File: config.mk
export PLATFORM = sky130hd
export DESIGN_NAME = add8_rr_arb
export DESIGN_NICKNAME = d
export VERILOG_FILES = /design/src/rtl/add8_rr_arb.sv
export SDC_FILE = /design/constraint.sdc
export NUM_CORES = 1
export LEC_CHECK = 0
export ABC_AREA = 0
export CAP_MARGIN = 20
export CORE_MARGIN = 4
export CORE_UTILIZATION = 38
export DETAILED_ROUTE_END_ITERATION = 8
export GPL_ROUTABILITY_DRIVEN = 0
export MAX_ROUTING_LAYER = met4
export PLACE_DENSITY = 0.87
export SLEW_MARGIN = 20
export SYNTH_ARGS = -nofsm -noshare
export SYNTH_HDL_FRONTEND = slang
export SYNTH_SLANG_ARGS = --single-unit
File: constraint.sdc
create_clock -name clk -period 3.63 [get_ports clk]
set_clock_uncertainty 0.05 [all_clocks]
set_input_delay 0.726 -clock clk [delete_from_list [all_inputs] [get_ports clk]]
set_output_delay 0.726 -clock clk [all_outputs]
set_load 0.005 [all_outputs]
File: src/rtl/add8_rr_arb.sv
// Four requesters share one exact 8-bit adder under a round-robin arbiter.
// A single result register holds the sum until the consumer accepts it.
module add8_rr_arb #(
  parameter int CNT_W = 16
) (
  input  logic             clk,
  input  logic             rst,
  input  logic [3:0]       req_valid,
  input  logic [31:0]      req_a,
  input  logic [31:0]      req_b,
  output logic [3:0]       req_ready,
  output logic             rsp_valid,
  output logic [8:0]       rsp_sum,
  output logic [1:0]       rsp_id,
  input  logic             rsp_ready,
  output logic [CNT_W-1:0] op_count
);

  logic [1:0]       r_ptr;
  logic             r_rsp_valid;
  logic [8:0]       r_rsp_sum;
  logic [1:0]       r_rsp_id;
  logic [CNT_W-1:0] r_op_count;

  logic       w_stall;
  logic       w_consume;
  logic       w_xfer;
  logic       w_grant_any;
  logic [1:0] w_grant_idx;
  logic [3:0] w_grant;
  logic [7:0] w_a;
  logic [7:0] w_b;
  logic [8:0] w_sum;

  assign w_stall   = r_rsp_valid & ~rsp_ready;
  assign w_consume = r_rsp_valid & rsp_ready;

  // Walk from the highest rotation down so the nearest requester at or after
  // r_ptr is the last one written and therefore wins.
  always_comb begin
    logic [1:0] idx;
    // NOTE: every always_comb output gets a default first so no path leaves
    // it unassigned, which would otherwise infer a latch.
    w_grant_idx = r_ptr;
    w_grant_any = 1'b0;
    idx         = r_ptr;
    for (int k = 3; k >= 0; k--) begin
      idx = r_ptr + 2'(k);
      if (req_valid[idx]) begin
        w_grant_idx = idx;
        w_grant_any = 1'b1;
      end
    end
  end

  always_comb begin
    w_grant = 4'b0000;
    if (w_grant_any && !w_stall && !rst) begin
      w_grant = 4'b0001 << w_grant_idx;
    end
  end

  assign req_ready = w_grant;
  assign w_xfer    = |w_grant;

  // AND-OR operand mux: only the granted lane can reach the adder.
  always_comb begin
    w_a = 8'h00;
    w_b = 8'h00;
    for (int i = 0; i < 4; i++) begin
      w_a = w_a | (req_a[8*i +: 8] & {8{w_grant[i]}});
      w_b = w_b | (req_b[8*i +: 8] & {8{w_grant[i]}});
    end
  end

  assign w_sum = {1'b0, w_a} + {1'b0, w_b};

  // NOTE: sequential state uses non-blocking assignments so every register
  // samples pre-edge values, independent of statement order.
  always_ff @(posedge clk) begin
    if (rst) begin
      r_ptr       <= 2'd0;
      r_rsp_valid <= 1'b0;
      r_rsp_sum   <= 9'h000;
      r_rsp_id    <= 2'd0;
      r_op_count  <= '0;
    end else begin
      if (w_xfer) begin
        r_rsp_valid <= 1'b1;
        r_rsp_sum   <= w_sum;
        r_rsp_id    <= w_grant_idx;
        r_ptr       <= w_grant_idx + 2'd1;
      end else if (w_consume) begin
        r_rsp_valid <= 1'b0;
      end
      if (w_consume && (r_op_count != {CNT_W{1'b1}})) begin
        r_op_count <= r_op_count + 1'b1;
      end
    end
  end

  assign rsp_valid = r_rsp_valid;
  assign rsp_sum   = r_rsp_sum;
  assign rsp_id    = r_rsp_id;
  assign op_count  = r_op_count;

endmodule
### Word level (Yosys, flattened, before mapping)

Cells that the tools add are included.

| word-level totals | value |
|---|---|
| logic and storage cells | 60 |
| output and inout port bits | 32 |
| bits in registers | 30 |

| operators by class | value |
|---|---|
| reduce and logical (&&, ||, !) cells | 7 |
| multiplexer cells | 19 |
| bitwise logic cells | 17 |
| shift-type cells | 1 |
| magnitude comparators | 4 |
| equal/unequal tests | 1 |
| $add $sub $neg | 6 |

Operators with widths:

| operator | count |
|---|---|
| AND 8 bit | 8 |
| bitwise OR 8 bit | 6 |
| adder 16 x 1 -> 16 bit, second input constant | 1 |
| != test 16 bit, second input constant | 1 |
| less-than comparator 2 x 3 -> 1 bit, second input constant | 4 |
| 2-to-1 mux 1 bit | 10 |
| adder 8 x 8 -> 9 bit | 1 |
| binary-select mux 1 bit (select 2 bit) | 4 |
| 2-to-1 mux 2 bit | 4 |
| adder 2 x 1 -> 2 bit, second input constant | 2 |
| adder 2 bit, second input constant | 2 |
| 2-to-1 mux 4 bit | 1 |
| OR reduction 4 bit | 1 |
| left shift 1 x 2 -> 4 bit, first input constant | 1 |
| logical AND 1 bit | 3 |
| AND 1 bit | 2 |
| zero test 1 bit | 2 |
| nonzero test 2 bit | 1 |
| inverter 1 bit | 1 |

### Longest topological paths before layout

Gate-level depths: netlist (run 1).

| depth | value |
|---|---|
| word-level depth | 15 |
| mapped depth | 15 |
| depth with buffers taken out | 13 |

### Least setup slack after synthesis (run 1)

OpenSTA, ideal clock, no wires.

| timing path | value |
|---|---|
| kind | input to register |
| from | input port req_valid[2] |
| to | register r_rsp_sum[6], in the netlist rsp_sum[6] |
| buffers on the path | 2 |
| arrival | 3449 ps |
| cell stages on the path | 15 |
| path slack | 12 ps |
| data required time | 3461 ps |
| cell sequence | nor2b_1 -> o21ai_0 -> inv_1 -> or3_1 -> ha_1 -> buf_2 -> clkbuf_1 -> a22oi_1 -> a21oi_1 -> ha_1 -> fa_1 -> a21oi_1 -> o2111ai_1 -> xnor2_1 -> o21ai_1 |

| on the way | value |
|---|---|
| longest elaborated chain between the ends | 14 |
| elaborated cells on any way between the ends | 36 |

RTL lines:

| item | RTL line | RTL |
|---|---|---|
| start, declared | 8 | `input logic [3:0] req_valid,` |
| binary-select mux 1 bit (select 2 bit) | 49 | `if (req_valid[idx]) begin` |
| 2-to-1 mux 1 bit (not written as such) | 49 |  |
| 2-to-1 mux 1 bit (4 in series) | 49 |  |
| logical AND 1 bit (2 in series) | 58 | `if (w_grant_any && !w_stall && !rst) begin` |
| 2-to-1 mux 4 bit * | 58 |  |
| AND 8 bit (on tied branches) | 71, 72 |  |
| bitwise OR 8 bit (on tied branches) (3 in series) | 71, 72 |  |
| adder 8 x 8 -> 9 bit | 76 | `assign w_sum = {1'b0, w_a} + {1'b0, w_b};` |
| end signal, assigned | 90 | `r_rsp_sum <= w_sum;` |
| end, declared | 21 | `logic [8:0] r_rsp_sum;` |

Every way passes the cells marked *; elsewhere a longest branch is shown, timed or not. The select of a mux whose other input is x is not followed.
A chain may end at the register's enable or synchronous reset.

### Final worst setup path (run 1)

| timing path | value |
|---|---|
| from | input port req_valid[0] |
| to | register r_rsp_sum[5], in the netlist rsp_sum[5] |

The elaborated chain is that of the path after synthesis.

==> run summary, run 1 <==
Outcome -> finished, violations left
Failing checks -> setup timing
Starting Density -> 0.389
RSZ-0062 raised after global routing -> yes
Clock period minus final worst setup slack -> 3.67 ns
Clock buffer depth -> 2
Num CTS Buffers -> 5
Reg power frac -> 0.240
Routed wl met3 -> 457 um
Final critical-path setup slack -> -0.0373 ns
DP Area -> 0.00364 mm^2
WL final -> 9130 um
CTS Sinks -> 30
Total track usage -> 0.249
Fraction of layout cells with a size suffix above 1 -> 0.214
Max-cap viol count -> 0
Worst Setup Start Kind -> input port
Synth area leader -> dfxtp_1
Mapped Nets -> 382
CP endpoint kind -> flop
Hold worst-path end -> rsp_sum[4]$_SDFFE_PP0P_
DRT iter0 DRCs -> 195
Worst R2R Path Depth -> 13
First-pass GRT wire length -> 14300 um
Routed Antenna Nets -> 0
H-tree levels -> 2
Reg-to-reg endpoint -> rsp_sum[5]$_SDFFE_PP0P_
Final Core Density -> 0.685
Drt wl/cell -> 18.1 um
Vias in the first global route -> 3033
Site Rows -> 28
EDFF count, synth -> 0
Number of remaining DRC errors -> 0
Post-Syn Area -> 0.00231 mm^2
Slew Viols, Final -> 0
Logic gate share of total power -> 0.551
Via count -> 2968
Ys async rst share -> 0
Final nets -> 515
TritonRoute pass-1 iters -> 4
Fill cells -> 446
Mapped Cells -> 297
Clk root buf -> clkbuf_8
Yosys Warn Count -> 0
Final setup fails -> 1
Power Dens Cells -> 406 mW/mm^2
Area growth syn-to-layout -> 75.8%
Internal -> 1.08 mW
Fin cells -> 505
Total gr overflow -> 0
Worst hold start -> rsp_sum[4]$_SDFFE_PP0P_
Inst Count DP -> 489
Arr. time, crit path -> 3.83 ns
Final hold violation count -> 0
I/O Pins -> 103
Slew @ Worst Pin -> 0.424 ns
Post-detail-place hpwl -> 6450 um
Port Buffers -> 102
CP required -> 3.79 ns
FMAX -> 273 MHz
Sequential area share after synthesis -> 0.260
Most common cell in the synthesized netlist -> a21oi_1
Static Leak -> 1.60 nW
VDD IR max -> 0.000245 V
CORE AREA -> 0.00592 mm^2
Top FF cell, synth -> dfxtp_1
Avg Vias per Cell -> 5.88
Clock latency on the worst-skew pair -> 0.28 ns
Clock network power share -> 0.209
Switch share -> 0.345
#FFs+latches synth -> 30
Final instance area -> 0.00405 mm^2
Synth top area share -> 0.260
DIE AREA -> 0.00738 mm^2
CP Max Fanout -> 6
Clk slew on worst S/H paths -> 0.06 ns
Worst Path Class, Setup -> in2reg
Average size of a mapped cell -> 7.76 um^2
DR top layer -> met4
Worst r2r src -> r_ptr[0]$_SDFFE_PP0P_
Hold Crit Class -> reg2reg
Largest net degree at the start of global routing -> 42
Met2 wire length -> 4840 um
Die X -> 85.9 um
Initial antenna violation count -> 0
DRT met1 WL -> 3510 um
Commonest cells post-synth -> a21oi_1, a22oi_1, dfxtp_1
Pre-CTS setup slack -> -0.515 ns
Reg2reg setup slack -> 0.34 ns
Slew HR -> 0.714
Synth cell types -> 45
Sw Pwr -> 569 uW
CTS tree -> done
Largest cells by area after synthesis -> dfxtp_1, a22oi_1, a21oi_1
Tcrit/Tclk final -> 1.01
DIE HEIGHT -> 85.9 um
Number of diodes -> 0
Hold path depth -> 2
per-stage QoR:
step	TNS, ns	power (mW)	hold slack (ns)
5_1_grt	-0.0657	1.73	0.454
4_1_cts	0	1.59	0.417
2_1_floorplan	0	0.749	0.403
3_5_place_dp	-4.88	1.13	0.406
3_3_place_gp	-3.01	1.10	0.395
6_report	-0.0373	1.65	0.422
timing repair:
action,4_1_cts,5_1_grt
cloned,2,0
hold buffers,0,0
pin swaps,19,13
gates resized for setup,45,14
setup endpoints to repair,10,5
setup buffers,6,1
layout make-up:
| class | instances | area [um^2] | share of cell area |
|---|---|---|---|
| Tap cell | 75 | 93.8 | 0.0231 |
| Clock inverter | 1 | 30.0 | 0.00741 |
| Sequential cell | 30 | 601 | 0.148 |
| Multi-Input combinational cell | 235 | 1780 | 0.439 |
| Timing Repair Buffer | 147 | 1430 | 0.352 |
| Clock buffer | 6 | 82.6 | 0.0204 |
| Inverter | 11 | 41.3 | 0.0102 |
cell families (layout without fill, tap and decap cells):
| family | Yosys count | count (layout) | synth area share |
|---|---|---|---|
| adder cells (fa/ha/maj) | 14 | 14 | 0.0792 |
| AO/OA/AOI/OAI | 95 | 95 | 0.270 |
| XOR/XNOR | 4 | 4 | 0.0152 |
| flip-flops | 30 | 30 | 0.260 |
| multiplexers | 14 | 14 | 0.0673 |
| AND/OR/NAND/NOR | 108 | 108 | 0.253 |
| buffers and inverters | 32 | 165 | 0.0553 |
routing by layer:
layer  GRT usage  vias up
met1       0.265     1425
met3      0.0528       37
met2       0.439      122
met4       0.115        0
met5           -        -
li1            -     1384
flip-flops by register name (all words and copies together) (netlist names):
name and count:
rsp_valid 1, rsp_sum 9, op_count 16, rsp_id 2, r_ptr 2
worst max path at each step:
stage,from,end,slack [ns],cells after the start
after global placement,req_valid[1],rsp_sum[7]$_SDFFE_PP0P_,-0.40,14
after global routing,req_valid[0],rsp_sum[5]$_SDFFE_PP0P_,-0.07,14
after floorplan,req_valid[2],rsp_sum[6]$_SDFFE_PP0P_,0.01,15
final,req_valid[0],rsp_sum[5]$_SDFFE_PP0P_,-0.04,14
after CTS,req_valid[1],req_ready[2],0.09,10
after detailed placement,req_valid[0],rsp_sum[6]$_SDFFE_PP0P_,-0.52,14
critical path: stages:
cell	delay (ns)
dlygate4sd2_1	0.26
buf_4	0.16
or2b_1	0.20
a21oi_4	0.09
or3_4	0.41
ha_4	0.21
buf_4	0.15
a22oi_1	0.24
a21oi_1	0.14
ha_1	0.37
buf_4	0.13
nand4_1	0.17
a2111o_1	0.47
nand3_1	0.09
placed cells by master, fill, tap and decap left out, types with 8 or more instances in the layout:
master / count
inv_1: 8
nand3_1: 10
nand2_1: 17
clkdlybuf4s50_1: 95
nor2b_1: 14
nor2_1: 25
mux2_1: 12
dfxtp_1: 30
nand4_1: 8
a21oi_1: 28
a22oi_1: 26
buf_4: 35
power by group through the flow:
stage	clock, mW	combinational, mW	sequential (mW)
final	0.344	0.907	0.396
after global routing	0.365	0.966	0.400
after CTS	0.351	0.845	0.394
after global placement	0	0.702	0.397
after floorplan	0	0.353	0.396
after detailed placement	0	0.728	0.397
Note: power is estimated with default switching activity, not from simulation.
==> run 2, diff against run 1 <==
--- a/config.mk
+++ b/config.mk
@@ -10,7 +10,6 @@
 export CORE_MARGIN = 4
 export CORE_UTILIZATION = 38
 export DETAILED_ROUTE_END_ITERATION = 8
-export GPL_ROUTABILITY_DRIVEN = 0
 export MAX_ROUTING_LAYER = met4
 export PLACE_DENSITY = 0.87
 export SLEW_MARGIN = 20
==> run summary, run 2 (same netlist as run 1, synthesis figures left out) <==
H-tree levels -> 2 (unchanged)
Slew @ Worst Pin -> 0.444 ns (+0.0199 ns)
Largest net degree at the start of global routing -> 42 (unchanged)
DIE AREA -> 0.00738 mm^2 (unchanged)
FMAX -> 280 MHz (+2.6%)
Arr. time, crit path -> 3.69 ns (-0.14 ns)
Hold Crit Class -> reg2reg
Area growth syn-to-layout -> 73.3%
CP required -> 3.75 ns (-0.04 ns)
Final nets -> 511 (-0.78%)
Via count -> 2860 (-3.6%)
Number of diodes -> 0 (unchanged)
Clock buffer depth -> 2 (unchanged)
Clk root buf -> clkbuf_8
CORE AREA -> 0.00592 mm^2 (unchanged)
Clk slew on worst S/H paths -> 0.06 ns (about the same)
Final hold violation count -> 0 (unchanged)
Worst Path Class, Setup -> in2reg
Number of remaining DRC errors -> 0 (unchanged)
Clock latency on the worst-skew pair -> 0.29 ns (about the same)
Final Wtd Congestion -> 0.913
CTS Sinks -> 30 (unchanged)
Final instance area -> 0.00400 mm^2 (-1.4%)
Port Buffers -> 102 (unchanged)
WL final -> 8700 um (-4.7%)
Total track usage -> 0.227 (-0.0226)
Pre-CTS setup slack -> -0.485 ns (+0.0306 ns)
CP Max Fanout -> 4 (-2)
Routed Antenna Nets -> 0 (unchanged)
Final setup fails -> 0 (-1)
Most common cell after layout, fill and taps aside -> clkdlybuf4s50_1
Site Rows -> 28 (unchanged)
Initial antenna violation count -> 0 (unchanged)
CTS tree -> done
Power Dens Cells -> 393 mW/mm^2 (-3.3%)
Switch share -> 0.345 (about the same)
Logic gate share of total power -> 0.537 (-0.014)
I/O Pins -> 103 (unchanged)
Clock network power share -> 0.211 (+0.002)
Fraction of layout cells with a size suffix above 1 -> 0.185 (-0.0289)
RSZ-0062 raised after global routing -> yes
Sw Pwr -> 542 uW (-4.6%)
Static Leak -> 1.61 nW (+0.67%)
Vias in the first global route -> 2797 (-7.8%)
DIE HEIGHT -> 85.9 um (unchanged)
Reg power frac -> 0.252 (+0.012)
Internal -> 1.03 mW (-4.7%)
Max-cap viol count -> 0 (unchanged)
Most frequent cells in the layout -> clkdlybuf4s50_1, buf_4, a21oi_1, dfxtp_1, a22oi_1
Avg Vias per Cell -> 5.70 (-3.1%)
DRT iter0 DRCs -> 233 (+19%)
Final critical-path setup slack -> 0.0557 ns (+0.0930 ns)
Die X -> 85.9 um (unchanged)
Outcome -> finished, final reports clean
Total gr overflow -> 0 (unchanged)
Num CTS Buffers -> 5 (unchanged)
Post-detail-place hpwl -> 6360 um (-1.4%)
Worst Setup Start Kind -> input port
First-pass GRT wire length -> 13200 um (-8.0%)
Pwr Total -> 1.57 mW (-4.7%)
Slew Viols, Final -> 0 (unchanged)
TritonRoute pass-1 iters -> 5 (+1)
VDD IR max -> 0.000219 V (-11%)
Drt wl/cell -> 17.3 um (-4.2%)
CP endpoint kind -> flop
DP Area -> 0.00361 mm^2 (-0.62%)
Tcrit/Tclk final -> 0.985 (-0.0256)
Final Core Density -> 0.675 (-0.00972)
Clock period minus final worst setup slack -> 3.57 ns (-0.0930 ns)
Largest register FFs -> 16 (unchanged)
Slew HR -> 0.704 (-0.00966)
Starting Density -> 0.389 (unchanged)
-- run 2: changes by cell type in the layout (fill, tap and decap cells not counted), moves of 2 or more --
cell / change
a21oi_1: +3
a21oi_2: -2
a22oi_1: +2
a22oi_2: -2
buf_4: -3
clkinv_2: +2
dlygate4sd2_1: -2
dlymetal6s2s_1: +3
ha_1: +3
ha_2: -3
-- run 2: final cells by class --
type | count | area, um^2
flip-flops and latches | 30 | 601
repair buffers | 143 | 1410
fillers | 474 | 1920
well taps | 75 | 93.8
inverters | 11 | 41.3
clock buffers | 5 | 68.8
multi-input cells | 235 | 1750
clock inverters | 3 | 40.0
-- run 2: metrics by stage --
stage | cells | hold WS, ns | TNS (ns)
2_1_floorplan | 297 | 0.403 | 0
3_3_place_gp | 486 | 0.396 | -3.23
3_5_place_dp | 486 | 0.406 | -4.21
4_1_cts | 498 | 0.414 | 0
5_1_grt | 502 | 0.442 | -0.0875
6_report | 502 | 0.405 | 0
-- run 2: power by group through the flow --
| stage | logic [mW] | registers, mW | clock network, mW |
|---|---|---|---|
| after floorplan | 0.353 | 0.396 | 0 |
| after global placement | 0.693 | 0.397 | 0 |
| after detailed placement | 0.709 | 0.398 | 0 |
| after CTS | 0.789 | 0.393 | 0.338 |
| after global routing | 0.910 | 0.401 | 0.348 |
| final | 0.843 | 0.396 | 0.332 |
-- run 2: path summary, 6_finish.rpt --
kind / from / endpoint / slack [ns] / depth (start not counted)
hold reg to reg: rsp_sum[3]$_SDFFE_PP0P_ / rsp_sum[3]$_SDFFE_PP0P_ / 0.40 / 2
setup reg to reg: r_ptr[1]$_SDFFE_PP0P_ / rsp_sum[7]$_SDFFE_PP0P_ / 0.33 / 13
setup / recovery: req_valid[0] / rsp_sum[7]$_SDFFE_PP0P_ / 0.06 / 14
hold / removal: rsp_sum[3]$_SDFFE_PP0P_ / rsp_sum[3]$_SDFFE_PP0P_ / 0.40 / 2
-- run 2: routing by layer --
layer  GRT usage  up-vias  wire, um
li1            -     1370         -
met3      0.0355       28       426
met4      0.0806        0       261
met5           -        -         0
met1       0.276     1363      3540
met2       0.378       99      4480
-- run 2: critical path: stages --
cell and delay [ns]:
dlygate4sd2_1 0.26, buf_4 0.16, or2b_1 0.20, a21oi_4 0.09, or3_4 0.41, ha_4 0.20
buf_4 0.14, a22oi_2 0.19, a21oi_2 0.11, ha_1 0.33, a21oi_1 0.23, o21ai_2 0.10
o211ai_1 0.19, or3b_1 0.36
-- run 2: timing repair --
item | 4_1_cts | 5_1_grt
resized for setup | 32 | 18
cloned | 0 | 1
buffers inserted | 4 | 3
hold buffers | 0 | 0
setup endpoints to repair | 9 | 9
pin swaps | 6 | 14
